`config.mk`:
```
export PLATFORM = sky130hd
export DESIGN_NAME = i2c_scan_code_rx_fifo_flat
export DESIGN_NICKNAME = d
export VERILOG_FILES = /design/src/rtl/i2c_scan_code_rx_fifo_if.sv /design/src/rtl/i2c_scan_code_rx_fifo.sv /design/src/flat_wrapper.sv
export SDC_FILE = /design/constraint.sdc
export NUM_CORES = 1
export LEC_CHECK = 0
export BUFFER_PORTS_ARGS = -buffer_cell sky130_fd_sc_hd__buf_2
export CAP_MARGIN = 10
export CORE_MARGIN = 2
export CORE_UTILIZATION = 54
export DETAILED_ROUTE_END_ITERATION = 7
export GPL_TIMING_DRIVEN = 0
export HOLD_SLACK_MARGIN = 0.05
export PLACE_DENSITY = 0.72
export SYNTH_ARGS = -nofsm -noshare
export SYNTH_HDL_FRONTEND = slang
export SYNTH_SLANG_ARGS = --single-unit
export TNS_END_PERCENT = 100
```
`constraint.sdc`:
```
create_clock -name fpga_clock -period 2.5 [get_ports fpga_clock]
set_input_delay 0.125 -clock fpga_clock [delete_from_list [all_inputs] [get_ports fpga_clock]]
set_output_delay 0.125 -clock fpga_clock [all_outputs]
set_load 0.02 [all_outputs]
```
`src/rtl/i2c_scan_code_rx_fifo_if.sv`:
```
// i2c_scan_code_rx_fifo_if: valid/ready byte stream from the I2C receive FIFO to downstream logic.
interface i2c_scan_code_rx_fifo_if;
    logic [7:0] data_out;
    logic       data_valid;
    logic       data_ready;
    modport master (output data_out, data_valid, input data_ready);
    modport slave  (input data_out, data_valid, output data_ready);
endinterface

```
`src/rtl/i2c_scan_code_rx_fifo.sv`:
```
// i2c_scan_code_rx_fifo: I2C slave receiver that queues written bytes in a FWFT FIFO with back-pressure.
module i2c_scan_code_rx_fifo #(
    parameter logic [6:0] SLAVE_ADDR    = 7'h42,
    parameter bit         ADDR_MATCH_EN = 1'b1,
    parameter int         FIFO_DEPTH    = 8,
    parameter int         SYNC_STAGES   = 2
) (
    input  logic                             fpga_clock,
    input  logic                             rst_n,
    input  logic                             scl,
    input  logic                             sda_in,
    output logic                             sda_oe,
    i2c_scan_code_rx_fifo_if.master          rx,
    output logic [$clog2(FIFO_DEPTH+1)-1:0]  fifo_count,
    output logic                             overflow,
    input  logic                             clear_overflow,
    output logic                             busy
);
    localparam int AW = $clog2(FIFO_DEPTH);
    localparam int CW = $clog2(FIFO_DEPTH + 1);
    typedef enum logic [2:0] {IDLE, ADDR, ADDR_ACK, DATA, DATA_ACK, IGNORE} state_t;
    state_t state;
    logic [SYNC_STAGES-1:0] scl_sync, sda_sync;
    logic scl_s, sda_s, scl_q, sda_q;
    logic scl_rise, scl_fall, start_c, stop_c;
    logic [2:0] bit_cnt;
    logic [6:0] shreg;
    logic ack_go, ack_on;
    logic byte_done, addr_ok, full, pop, try_push, push;
    logic [7:0] mem [FIFO_DEPTH];
    logic [AW-1:0] wr_ptr, rd_ptr;
    assign scl_s     = scl_sync[SYNC_STAGES-1];
    assign sda_s     = sda_sync[SYNC_STAGES-1];
    assign scl_rise  = scl_s & ~scl_q;
    assign scl_fall  = ~scl_s & scl_q;
    assign start_c   = scl_s & scl_q & sda_q & ~sda_s;
    assign stop_c    = scl_s & scl_q & ~sda_q & sda_s;
    assign byte_done = scl_rise && bit_cnt == 3'd7;
    // At the 8th rising edge shreg holds the 7 address bits and sda_s is R/W
    assign addr_ok   = (!ADDR_MATCH_EN || shreg == SLAVE_ADDR) && !sda_s;
    assign full      = fifo_count == CW'(FIFO_DEPTH);
    assign pop       = rx.data_valid & rx.data_ready;
    assign try_push  = state == DATA && byte_done;
    assign push      = try_push & (~full | pop);
    assign rx.data_valid = fifo_count != '0;
    assign rx.data_out   = rx.data_valid ? mem[rd_ptr] : 8'h00;
    always_ff @(posedge fpga_clock or negedge rst_n) begin
        if (!rst_n) begin
            scl_sync <= '1;
            sda_sync <= '1;
            scl_q    <= 1'b1;
            sda_q    <= 1'b1;
        end else begin
            scl_sync <= {scl_sync[SYNC_STAGES-2:0], scl};
            sda_sync <= {sda_sync[SYNC_STAGES-2:0], sda_in};
            scl_q    <= scl_s;
            sda_q    <= sda_s;
        end
    end
    always_ff @(posedge fpga_clock or negedge rst_n) begin
        if (!rst_n) begin
            state   <= IDLE;
            sda_oe  <= 1'b0;
            busy    <= 1'b0;
            bit_cnt <= 3'd0;
            shreg   <= 7'd0;
            ack_go  <= 1'b0;
            ack_on  <= 1'b0;
        end else if (start_c) begin
            state   <= ADDR;
            bit_cnt <= 3'd0;
            sda_oe  <= 1'b0;
            busy    <= 1'b0;
            ack_on  <= 1'b0;
        end else if (stop_c) begin
            state  <= IDLE;
            sda_oe <= 1'b0;
            busy   <= 1'b0;
            ack_on <= 1'b0;
        end else begin
            if (scl_rise) begin
                shreg   <= {shreg[5:0], sda_s};
                bit_cnt <= bit_cnt + 3'd1;
            end
            case (state)
                ADDR: if (byte_done) begin
                    state  <= addr_ok ? ADDR_ACK : IGNORE;
                    busy   <= addr_ok;
                    ack_go <= 1'b1;
                end
                DATA: if (byte_done) begin
                    state  <= DATA_ACK;
                    ack_go <= push;
                end
                // First falling edge drives the ACK, the next one (end of 9th clock) releases it
                ADDR_ACK, DATA_ACK: if (scl_fall) begin
                    sda_oe <= ~ack_on & ack_go;
                    ack_on <= ~ack_on;
                    if (ack_on) begin
                        state   <= DATA;
                        bit_cnt <= 3'd0;
                    end
                end
                default: ;
            endcase
        end
    end
    always_ff @(posedge fpga_clock or negedge rst_n) begin
        if (!rst_n) begin
            wr_ptr     <= '0;
            rd_ptr     <= '0;
            fifo_count <= '0;
            overflow   <= 1'b0;
        end else begin
            if (push) wr_ptr <= wr_ptr + AW'(1);
            if (pop) rd_ptr <= rd_ptr + AW'(1);
            fifo_count <= fifo_count + CW'(push) - CW'(pop);
            overflow   <= (try_push & ~push) | (overflow & ~clear_overflow);
        end
    end
    always_ff @(posedge fpga_clock) begin
        if (push) mem[wr_ptr] <= {shreg, sda_s};
    end
endmodule

```
`src/flat_wrapper.sv`:
```
// flat-port wrapper written by rule: the top's interface ports become plain ports
module i2c_scan_code_rx_fifo_flat 
#(
    parameter logic [6:0] SLAVE_ADDR    = 7'h42,
    parameter bit         ADDR_MATCH_EN = 1'b1,
    parameter int         FIFO_DEPTH    = 8,
    parameter int         SYNC_STAGES   = 2
)
  (fpga_clock, rst_n, scl, sda_in, sda_oe, fifo_count, overflow, clear_overflow, busy, rx_data_out, rx_data_valid, rx_data_ready);
  i2c_scan_code_rx_fifo_if rx_i ();
  input  logic fpga_clock;
  input  logic rst_n;
  input  logic scl;
  input  logic sda_in;
  output logic sda_oe;
  output logic [$clog2(FIFO_DEPTH+1)-1:0] fifo_count;
  output logic overflow;
  input  logic clear_overflow;
  output logic busy;
  output wire logic [$bits(rx_i.data_out)-1:0] rx_data_out;
  output wire logic [$bits(rx_i.data_valid)-1:0] rx_data_valid;
  input wire logic [$bits(rx_i.data_ready)-1:0] rx_data_ready;
  assign rx_data_out = rx_i.data_out;
  assign rx_data_valid = rx_i.data_valid;
  assign rx_i.data_ready = rx_data_ready;
  i2c_scan_code_rx_fifo #(.SLAVE_ADDR(SLAVE_ADDR), .ADDR_MATCH_EN(ADDR_MATCH_EN), .FIFO_DEPTH(FIFO_DEPTH), .SYNC_STAGES(SYNC_STAGES)) u_core (.fpga_clock(fpga_clock), .rst_n(rst_n), .scl(scl), .sda_in(sda_in), .sda_oe(sda_oe), .rx(rx_i), .fifo_count(fifo_count), .overflow(overflow), .clear_overflow(clear_overflow), .busy(busy));
endmodule
```
==> run metrics <==
sequential area share after synthesis=0.6721; H-Tree Depth=3; final hold vios=0; Initial Util=0.5643; Sink Count=98; Max Fanout on Critical Path=8; layout net count=312; remaining global-route overflow=0; final WL=7.345 mm; Worst Reg-to-Reg Cells=5; commonest non-fill, non-tap cell in the layout=edfxtp_1; vias in the first global route=2278; Syn-to-layout area delta=13.40%; initial antenna violation count=0; Skew-Pair Late Insertion Delay=0.36 ns; # setup viols final=0; Post-synth EDFFs=64; first-pass detailed-route iteration total=4; largest net degree at the start of global routing=35; critical path arrival=2.47 ns; DP HPWL=4.953 mm; FP Rows=31; Worst setup SP type=flop; P_leak=1.760 nW; layout cells sized above 1=0.3067; clock tree from TritonCTS=built; most frequent cells in the layout=edfxtp_1 (64), dfrtp_1 (27), buf_2 (24); DR vias=2216; core area=0.007331 mm^2; via/cell ratio=5.554; Synth Register Bits=98; syn nets=271; area leader, netlist=edfxtp_1; fin area=0.004691 mm^2; final cycle utilization of the critical path=0.9949; DR WL/cell=18.41 um; status=finished, final reports clean; Area after DPL=0.004400 mm^2; fmax=0.4021 GHz; met3 Use GR=0.02988; I/O Buffers=21; top_reg_cell synth=edfxtp_1; worst vdd ir=403.7 uV; CTS clk-pin slew, worst paths=0.09 ns; Max-Cap Viols=0; Min-Delay Path Class=input port to flop; die area=0.008376 mm^2; Die Wd=91.52 um; Required @ worst endpoint=2.49 ns; clock buffer count from CTS=9; Mapped Cells=254; initial drt markers=95; post-synth top area share=0.4646; Pwr Density=950.2 mW/mm^2; hold depth=3; Slew Viols, Final=0; GRT met1 Usage=0.2606; RD Place Congestion=0.7879; GRT Util Overall=0.1943; Cell variety after synth=46; met2 GRT Util=0.3199; detailed-route DRC error count=0; Clock Skew=0.008908 ns; antenna viol nets, final=0; Mapped Avg Cell Area=16.29 um^2; clk buf depth=2; CTS root buf=clkbuf_8; worst slew pin tran=0.8999 ns; minimum clock period=2.487 ns; first-pass GRT wire length=12.02 mm; num ports=22; asr flop ratio synth=0.3469; die height=91.52 um; Ys Warns=0; Crit Path Class=flop to flop; final std cells w/o fill=399; number of diodes=0; unrepaired setup endpoints after global routing=yes; placed cells=378; Rel. slew slack=0.3979; Worst setup EP type=flop; synthesized area=0.004136 mm^2; ranking of synthesized cells by area=edfxtp_1 (46%), dfrtp_1 (17%), mux4_2 (8.7%); GR peak layer=met2; setup TNS=0 ns
==> sequential cells by signal, summed over array words and instances (netlist names), 2 cells and up <==
register,count
u_core.mem,64
u_core.shreg,7
u_core.fifo_count,4
u_core.bit_cnt,3
u_core.rd_ptr,3
u_core.state,3
u_core.wr_ptr,3
u_core.scl_sync,2
u_core.sda_sync,2
==> worst max-delay path: stages, from the launching register on <==
cell	delay [ns]
dfstp_2	0.61
nor2b_4	0.20
and3_1	0.17
buf_2	0.18
nand4_1	0.20
nor2_1	0.75
==> stage by stage <==
stage / setup WS, ns / utilization / total power [mW] / hold WS (ns)
after CTS: 0.01503 / 0.6365 / 4.477 / 0.05562
after global routing: -0.1806 / 0.6399 / 4.717 / 0.07166
after global placement: -0.5659 / 0.5965 / 3.548 / 0.2299
after detailed placement: -0.4104 / 0.6003 / 3.602 / 0.2312
after floorplan: 0.04904 / - / 3.180 / -0.1706
final: 0.01286 / 0.6399 / 4.457 / 0.07033
==> routing by layer <==
metal	wire length [um]	vias to the layer above	share of wire
met5	0	-	0
met3	147	10	0.020
li1	-	1042	-
met1	3368	1139	0.46
met4	138	0	0.019
met2	3690	25	0.50
==> cell families after synthesis <==
group | count (synthesis) | synth area share
AND/OR/NAND/NOR | 60 | 0.08076
buffers and inverters | 22 | 0.02178
AO/OA/AOI/OAI | 19 | 0.03479
XOR/XNOR | 9 | 0.01906
multiplexers | 35 | 0.1364
flip-flops | 98 | 0.6721
adder cells (fa/ha/maj) | 11 | 0.03509
==> layout make-up <==
type                       count  area, um^2
clock inverter                 6       33.78
fill                         545        2640
inverter                      13       48.80
buffer                         9       53.80
timing repair buffer          30       192.7
clock buffer                  10       127.6
sequential                    98        2781
multi-input combinational    134        1329
tap                           99       123.9
==> cells in the mapped netlist, types with 2 or more instances <==
cell	n
edfxtp_1	64
dfrtp_1	28
nor2_1	17
mux4_2	16
inv_1	13
ha_1	10
mux2_2	10
mux2i_1	8
xnor2_1	7
dfstp_2	6
nand2_1	6
nor3_1	6
nand3_1	5
a21oi_1	4
nand2b_1	4
a22o_1	3
buf_2	3
clkbuf_1	3
nand4_1	3
nor2b_1	3
a211oi_1	2
and2_1	2
and3_1	2
buf_1	2
nand3b_1	2
nor4b_1	2
o211ai_1	2
o22ai_1	2
xor2_1	2
==> what timing repair did <==
item / 4_1_cts / 5_1_grt
endpoints found under the hold margin: 31 / 0
setup endpoints to repair: 67 / 52
pin swaps: 1 / 0
gates resized for setup: 10 / 9
hold buffers: 4 / 0
buffers inserted: 1 / 0
==> where the power goes <==
part / switching [mW] / total (mW) / internal, mW
clock: 0.522 / 0.876 / 0.354
combinational: 0.758 / 1.41 / 0.655
sequential: 0.200 / 2.17 / 1.97
total: 1.48 / 4.46 / 2.98
==> worst paths after layout <==
| path | from | endpoint | slack, ns |
|---|---|---|---|
| max in group asynchronous | rst_n | u_core.fifo_count[1] | 1.60 |
| max reg2reg | u_core.scl_sync[1] | u_core.mem[5][5] | 0.01 |
| min | rx_data_ready | u_core.rd_ptr[2] | 0.07 |
| min in group asynchronous | rst_n | u_core.sda_oe | 0.37 |
| max | u_core.scl_sync[1] | u_core.mem[5][5] | 0.01 |
| min reg2reg | u_core.sda_sync[0] | u_core.sda_sync[1] | 0.36 |
Power figures use the tool's default switching activity.
